File: src/rtl/fluxo_dados_sequencia.sv
// Datapath for the sequence-memory game: address and limit counters, a
// jogada register, a writable one-hot-initialised sequence memory, a key
// press edge detector and a saturating per-move timeout counter.
module fluxo_dados_sequencia #(
  parameter int WIDTH   = 4,
  parameter int DEPTH   = 16,
  parameter int TIMEOUT = 5000,
  parameter int ADDR_W  = (DEPTH > 1) ? $clog2(DEPTH) : 1,
  parameter int TW      = (TIMEOUT > 0) ? $clog2(TIMEOUT + 1) : 1
) (
  input  logic              clock,
  input  logic              reset,
  input  logic              zeraE,
  input  logic              contaE,
  input  logic              zeraL,
  input  logic              contaL,
  input  logic              zeraR,
  input  logic              registraR,
  input  logic              zeraT,
  input  logic              contaT,
  input  logic              escreveM,
  input  logic [WIDTH-1:0]  chaves,
  output logic              igual,
  output logic              enderecoIgualLimite,
  output logic              fimE,
  output logic              fimL,
  output logic              jogada_feita,
  output logic              timeout,
  output logic              db_tem_jogada,
  output logic [ADDR_W-1:0] db_contagem,
  output logic [ADDR_W-1:0] db_limite,
  output logic [WIDTH-1:0]  db_memoria,
  output logic [WIDTH-1:0]  db_jogada
);

  localparam logic [ADDR_W-1:0] LAST_ADDR = ADDR_W'(DEPTH - 1);
  localparam logic [TW-1:0]     LAST_T    = TW'(TIMEOUT - 1);

  logic [ADDR_W-1:0] endereco_r;
  logic [ADDR_W-1:0] limite_r;
  logic [WIDTH-1:0]  jogada_r;
  logic [TW-1:0]     tempo_r;
  logic [WIDTH-1:0]  mem_r [DEPTH];
  logic              tecla_s;
  logic              tecla_prev_r;
  logic              armado_r;
  logic              jogada_feita_r;
  logic [WIDTH-1:0]  mem_rd_s;

  assign tecla_s  = |chaves;
  assign mem_rd_s = mem_r[endereco_r];

  // Address counter: clear beats count, wraps at DEPTH-1 even for non-power-of-two depths.
  always_ff @(posedge clock) begin
    if (reset) begin
      endereco_r <= '0;
    end else if (zeraE) begin
      endereco_r <= '0;
    end else if (contaE) begin
      if (endereco_r == LAST_ADDR) begin
        endereco_r <= '0;
      end else begin
        endereco_r <= endereco_r + ADDR_W'(1);
      end
    end else begin
      endereco_r <= endereco_r;
    end
  end

  // Limit counter for progressive rounds, same wrap rule as the address counter.
  always_ff @(posedge clock) begin
    if (reset) begin
      limite_r <= '0;
    end else if (zeraL) begin
      limite_r <= '0;
    end else if (contaL) begin
      if (limite_r == LAST_ADDR) begin
        limite_r <= '0;
      end else begin
        limite_r <= limite_r + ADDR_W'(1);
      end
    end else begin
      limite_r <= limite_r;
    end
  end

  // Jogada register captures the keys on registraR.
  always_ff @(posedge clock) begin
    if (reset) begin
      jogada_r <= '0;
    end else if (zeraR) begin
      jogada_r <= '0;
    end else if (registraR) begin
      jogada_r <= chaves;
    end else begin
      jogada_r <= jogada_r;
    end
  end

  // Sequence memory: reset loads a one-hot walking pattern; writes use pre-edge jogada and address.
  always_ff @(posedge clock) begin
    if (reset) begin
      for (int i = 0; i < DEPTH; i++) begin
        mem_r[i] <= WIDTH'(1) << (i % WIDTH);
      end
    end else if (escreveM) begin
      mem_r[endereco_r] <= jogada_r;
    end else begin
      mem_r[endereco_r] <= mem_r[endereco_r];
    end
  end

  // Per-move timeout counter, saturating at TIMEOUT-1 instead of wrapping.
  always_ff @(posedge clock) begin
    if (reset) begin
      tempo_r <= '0;
    end else if (zeraT) begin
      tempo_r <= '0;
    end else if (contaT && (tempo_r != LAST_T)) begin
      tempo_r <= tempo_r + TW'(1);
    end else begin
      tempo_r <= tempo_r;
    end
  end

  // Press edge detector; the arm flag keeps a key held through reset from
  // producing a pulse until it has been released at least once.
  always_ff @(posedge clock) begin
    if (reset) begin
      tecla_prev_r   <= 1'b0;
      armado_r       <= 1'b0;
      jogada_feita_r <= 1'b0;
    end else begin
      tecla_prev_r   <= tecla_s;
      armado_r       <= armado_r | ~tecla_s;
      jogada_feita_r <= tecla_s & ~tecla_prev_r & armado_r;
    end
  end

  assign igual               = (mem_rd_s == jogada_r);
  assign enderecoIgualLimite = (endereco_r == limite_r);
  assign fimE                = (endereco_r == LAST_ADDR);
  assign fimL                = (limite_r == LAST_ADDR);
  assign jogada_feita        = jogada_feita_r;
  assign timeout             = (tempo_r == LAST_T);
  assign db_tem_jogada       = tecla_s;
  assign db_contagem         = endereco_r;
  assign db_limite           = limite_r;
  assign db_memoria          = mem_rd_s;
  assign db_jogada           = jogada_r;

endmodule
File: config.mk
export PLATFORM = sky130hd
export DESIGN_NAME = fluxo_dados_sequencia
export DESIGN_NICKNAME = d
export VERILOG_FILES = /design/src/rtl/fluxo_dados_sequencia.sv
export SDC_FILE = /design/constraint.sdc
export NUM_CORES = 1
export LEC_CHECK = 0
export CORE_MARGIN = 2
export CORE_UTILIZATION = 35
export CTS_CLUSTER_SIZE = 40
export DETAILED_ROUTE_END_ITERATION = 6
export GPL_TIMING_DRIVEN = 0
export PLACE_DENSITY_LB_ADDON = 0.3
export SETUP_SLACK_MARGIN = 0.15
export SLEW_MARGIN = 30
export SYNTH_ARGS = -nofsm -noshare
export SYNTH_HDL_FRONTEND = slang
export SYNTH_SLANG_ARGS = --single-unit
File: constraint.sdc
create_clock -name clock -period 6.8 [get_ports clock]
set_clock_uncertainty 0.1 [all_clocks]
set_input_delay 0.68 -clock clock [delete_from_list [all_inputs] [get_ports clock]]
set_output_delay 0.68 -clock clock [all_outputs]
set_load 0.02 [all_outputs]
# Word level (Yosys, flattened, before mapping)
# Memory sizes are Yosys's and may differ from the RTL's. A register that Yosys moved wholly into a read port is not among the register bits.
# Cells that the tools add are included.
[totals]
input_bits = 15
output_inout_bits = 23
elab_cells = 46
ramBits = 64
ff_bits = 28
mem_count = 1
[memory_table]
columns = ["memory", "words", "width", "rd", "rd_clocked_by_memory_dff", "write_ports", "line_no", "rtl"]
rows = [
  ["mem_r", 16, 4, 1, 1, 16, "43", "logic [WIDTH-1:0] mem_r [DEPTH];"],
]
[op_classes]
n_bitwise = 6
n_addsub = 3
eq_ne = 6
reduce_logical = 7
muxes = 16
[op_table]
columns = ["operator", "count"]
rows = [
  ["$mux 4", 7],
  ["$add 13x1->13 const B", 1],
  ["$eq 13x13->1 const B", 1],
  ["$ne 13x13->1 const B", 1],
  ["$mux 1", 9],
  ["$add 4x1->4 const B", 2],
  ["$eq 4x4->1", 2],
  ["$eq 4x4->1 const B", 2],
  ["$reduce_or 2->1", 4],
  ["$reduce_or 4->1", 2],
  ["$and 1x1->1", 2],
  ["$not 1->1", 2],
  ["$or 1x1->1", 2],
  ["$logic_and 1x1->1", 1],
]

# Depth between registers and ports, before layout
[depth]
depth_word = 6
depth_mapped = 8
ltp_nobuf = 6

# Worst setup path after synthesis
# No wires, ideal clock.
[synth_path]
path_kind = "register -> output"
start = "register with a tool-made name"
end = "output igual"
t_arrival_ps = 2245
path_stages_with_launch = 8
setup_slack_ps = 3775
t_required_ps = 6020
cell_sequence = "dfxtp_1 > buf_6 > buf_12 > mux4_2 > mux2i_1 > mux2i_1 > xor2_1 > a2111oi_2"
[synth_rtl]
columns = ["element", "line_no", "rtl"]
rows = [
  ["end: declaration", "23", "output logic igual,"],
]

==> impl_metrics.toml <==
[synthesis]
synth_area_um2 = 4617
yosys.area.top_type = "edfxtp_1"
syn_avg_cell_area_um2 = 11.75
ys.flop_type = "edfxtp_1"
synthTopCellsByArea = "edfxtp_1 (42%), dfxtp_1 (14%), nor2_1 (5.6%)"
synthArstFlopShare = 0
synth_seq_cells = 96
synth_nets = 414
syn_inst = 393
ys_seq_area_frac = 0.5550
ys_types = 45
synth_edf_count = 64
synth_top_area_share = 0.4163
ys_warn_count = 0

[sta]
setup_viol = 0
tightestPinTransition_ps = 767.6
finalHoldViolCount = 0
slew_violations = 0
finalCritPeriodShare = 0.5693
max_freq_mhz = 258.3
rsz0062_at_grt = "false"
final.min_clock_period_ps = 3871
slew_headroom = 0.4864
setup-tns-final_ps = 0

[cells_and_area]
diodes = 0
syn2layout_area_growth_pct = 18.62
layout_commonest_cell = "nor2_1"
final_nets = 461
final_cell_mix = "nor2_1 (69), edfxtp_1 (64), clkdlybuf4s50_1 (36), dfxtp_1 (32), nand2_1 (30)"
final_core_util = 0.4287
drive_gt1_frac = 0.1034

[place]
dpl.hpwl_mm = 7.523
port_buffers = 36
routabilityCongestion = 0.7959

[critical_path]
crit_type = "reg -> out"
crit_buf_inv = 3
crit_chain = "buf_6 > buf_12 > mux4_2 > mux2i_1 > mux2i_2 > xor2_1 > a2111oi_2 > clkdlybuf4s50_1"
cpLargestDelayFamily = "buffers and inverters"
cp_slowest_stage_delay_ps = 650
required_ps = 6020
startpoint_type = "flop"
crit_path_max_fanout = 10
crit_slowest_cell = "clkdlybuf4s50_1"
cp.arrival_ps = 3090
cp-end-kind = "primary output"

[outcome]
status = "finished, final reports clean"

[floorplan]
dieArea_um2 = 14130
start_util = 0.3614
io-pin-count = 38
dieWidth_um = 118.9
fp.coreArea_um2 = 12770
fp-row-count = 41
die_y_um = 118.9

[global_routing]
grt_max_degree = 16
grt_pass1_wl_mm = 16.54
grtUsageTotal = 0.1531
overflow = 0
antenna_found_initial = 0
grt_pass1_vias = 3135

[clocking]
htreeDepth = 3
cts_tree = "done"
clk_latency_ps = 350
cts_buffer_depth = 2
ctsHoldBuffers = 0
cts_resized = 0
cts.root.buffer_cell = "clkbuf_16"
cts_post_setup_buffers_inserted = 0
cts.clk_slew.worst_paths_ps = 60
clock-sinks = 96
cts_made_buffers = 9

[drt]
vias = 3137
dr.first_iter.drc_count = 182
routedWlPerCell_um = 16.69
drc = 0
via_per_inst = 5.084
routed_wl_mm = 10.30
drtAntennaViolNets = 0
first_pass_iters = 4

[power]
ir_worst_vdd_uv = 160.6
power.density_nw_per_um2 = 223.1
p_leak_nw = 1.818

[flow_run]
max-cap-violations = 0

[worst_hold_path]
hold_class = "reg -> reg"
Yosys cell counts (6+ instances only):
cell and instances:
nor2_1 69, edfxtp_1 64, dfxtp_1 32, nand2_1 30, nand2b_1 22, nand3_1 18, nor3_1 16, mux2i_1 15
xor2_1 15, clkbuf_1 11, mux4_1 8, nor2b_1 8, ha_1 6, inv_1 6, mux4_2 6
where the power goes:
group	internal [mW]	switching, mW
sequential	0.635	0.00763
clock	0.267	0.215
combinational	0.0415	0.0564
total	0.943	0.279
cells by family (layout without fill, tap and decap cells):
kind of cell | after synthesis | count (layout) | synth area share
adders and majority gates | 6 | 6 | 0.01626
and+or+nand+nor | 189 | 189 | 0.1984
xor gates and xnor gates | 20 | 20 | 0.03794
AOI/OAI and AO/OA | 17 | 17 | 0.02737
muxes | 37 | 37 | 0.1322
DFF | 96 | 96 | 0.5550
buffers and inverters | 28 | 80 | 0.03279
per-stage QoR:
step           hold WS (ps)  worst slack, ps  power, mW  cell area, um^2  cells
2_1_floorplan         276.2             3775     0.7120             4617    393
3_3_place_gp          282.7             3207     0.7521             5192    601
3_5_place_dp          305.1             3205     0.7547             5192    601
4_1_cts               313.8             2846      1.232             5477    617
5_1_grt               345.2             2820      1.265             5477    617
6_report              305.8             2929      1.222             5477    617
worst paths after layout:
| kind | from | to | slack, ps | depth (start not counted) |
|---|---|---|---|---|
| setup / recovery | flop | igual | 2930 | 8 |
| hold / removal | tecla_prev_r | jogada_feita | 310 | 1 |
| setup reg to reg | flop | mem_r[12][1] | 4180 | 8 |
| hold reg to reg | tecla_prev_r | jogada_feita | 310 | 1 |
state kept, by name, summed over array words and instances, names as in the netlist, named ones only:
| name | flops |
|---|---|
| armado_r | 1 |
| db_contagem | 4 |
| db_jogada | 4 |
| db_limite | 4 |
| jogada_feita | 1 |
| mem_r | 64 |
| tecla_prev_r | 1 |
| tempo_r | 13 |
area by class of cell:
class                           count  area (um^2)
Timing Repair Buffer               36        360.3
Buffer                             22        128.9
Clock inverter                      5        31.28
Inverter                            6        22.52
Tap cell                          172        215.2
Multi-Input combinational cell    269         1903
Fill cell                        1195         7297
Clock buffer                       11        252.7
Sequential cell                    96         2562
metal layers:
| metal | routed length [um] | up-vias | global-route usage | share of wire |
|---|---|---|---|---|
| met3 | 321 | 13 | 0.03879 | 0.031 |
| met1 | 4821 | 1570 | 0.1985 | 0.47 |
| met5 | 0 | - | 0 | 0 |
| met4 | 132 | 0 | 0.04613 | 0.013 |
| li1 | - | 1505 | - | - |
| met2 | 5021 | 49 | 0.2525 | 0.49 |
Note: power is estimated with default switching activity, not from simulation.
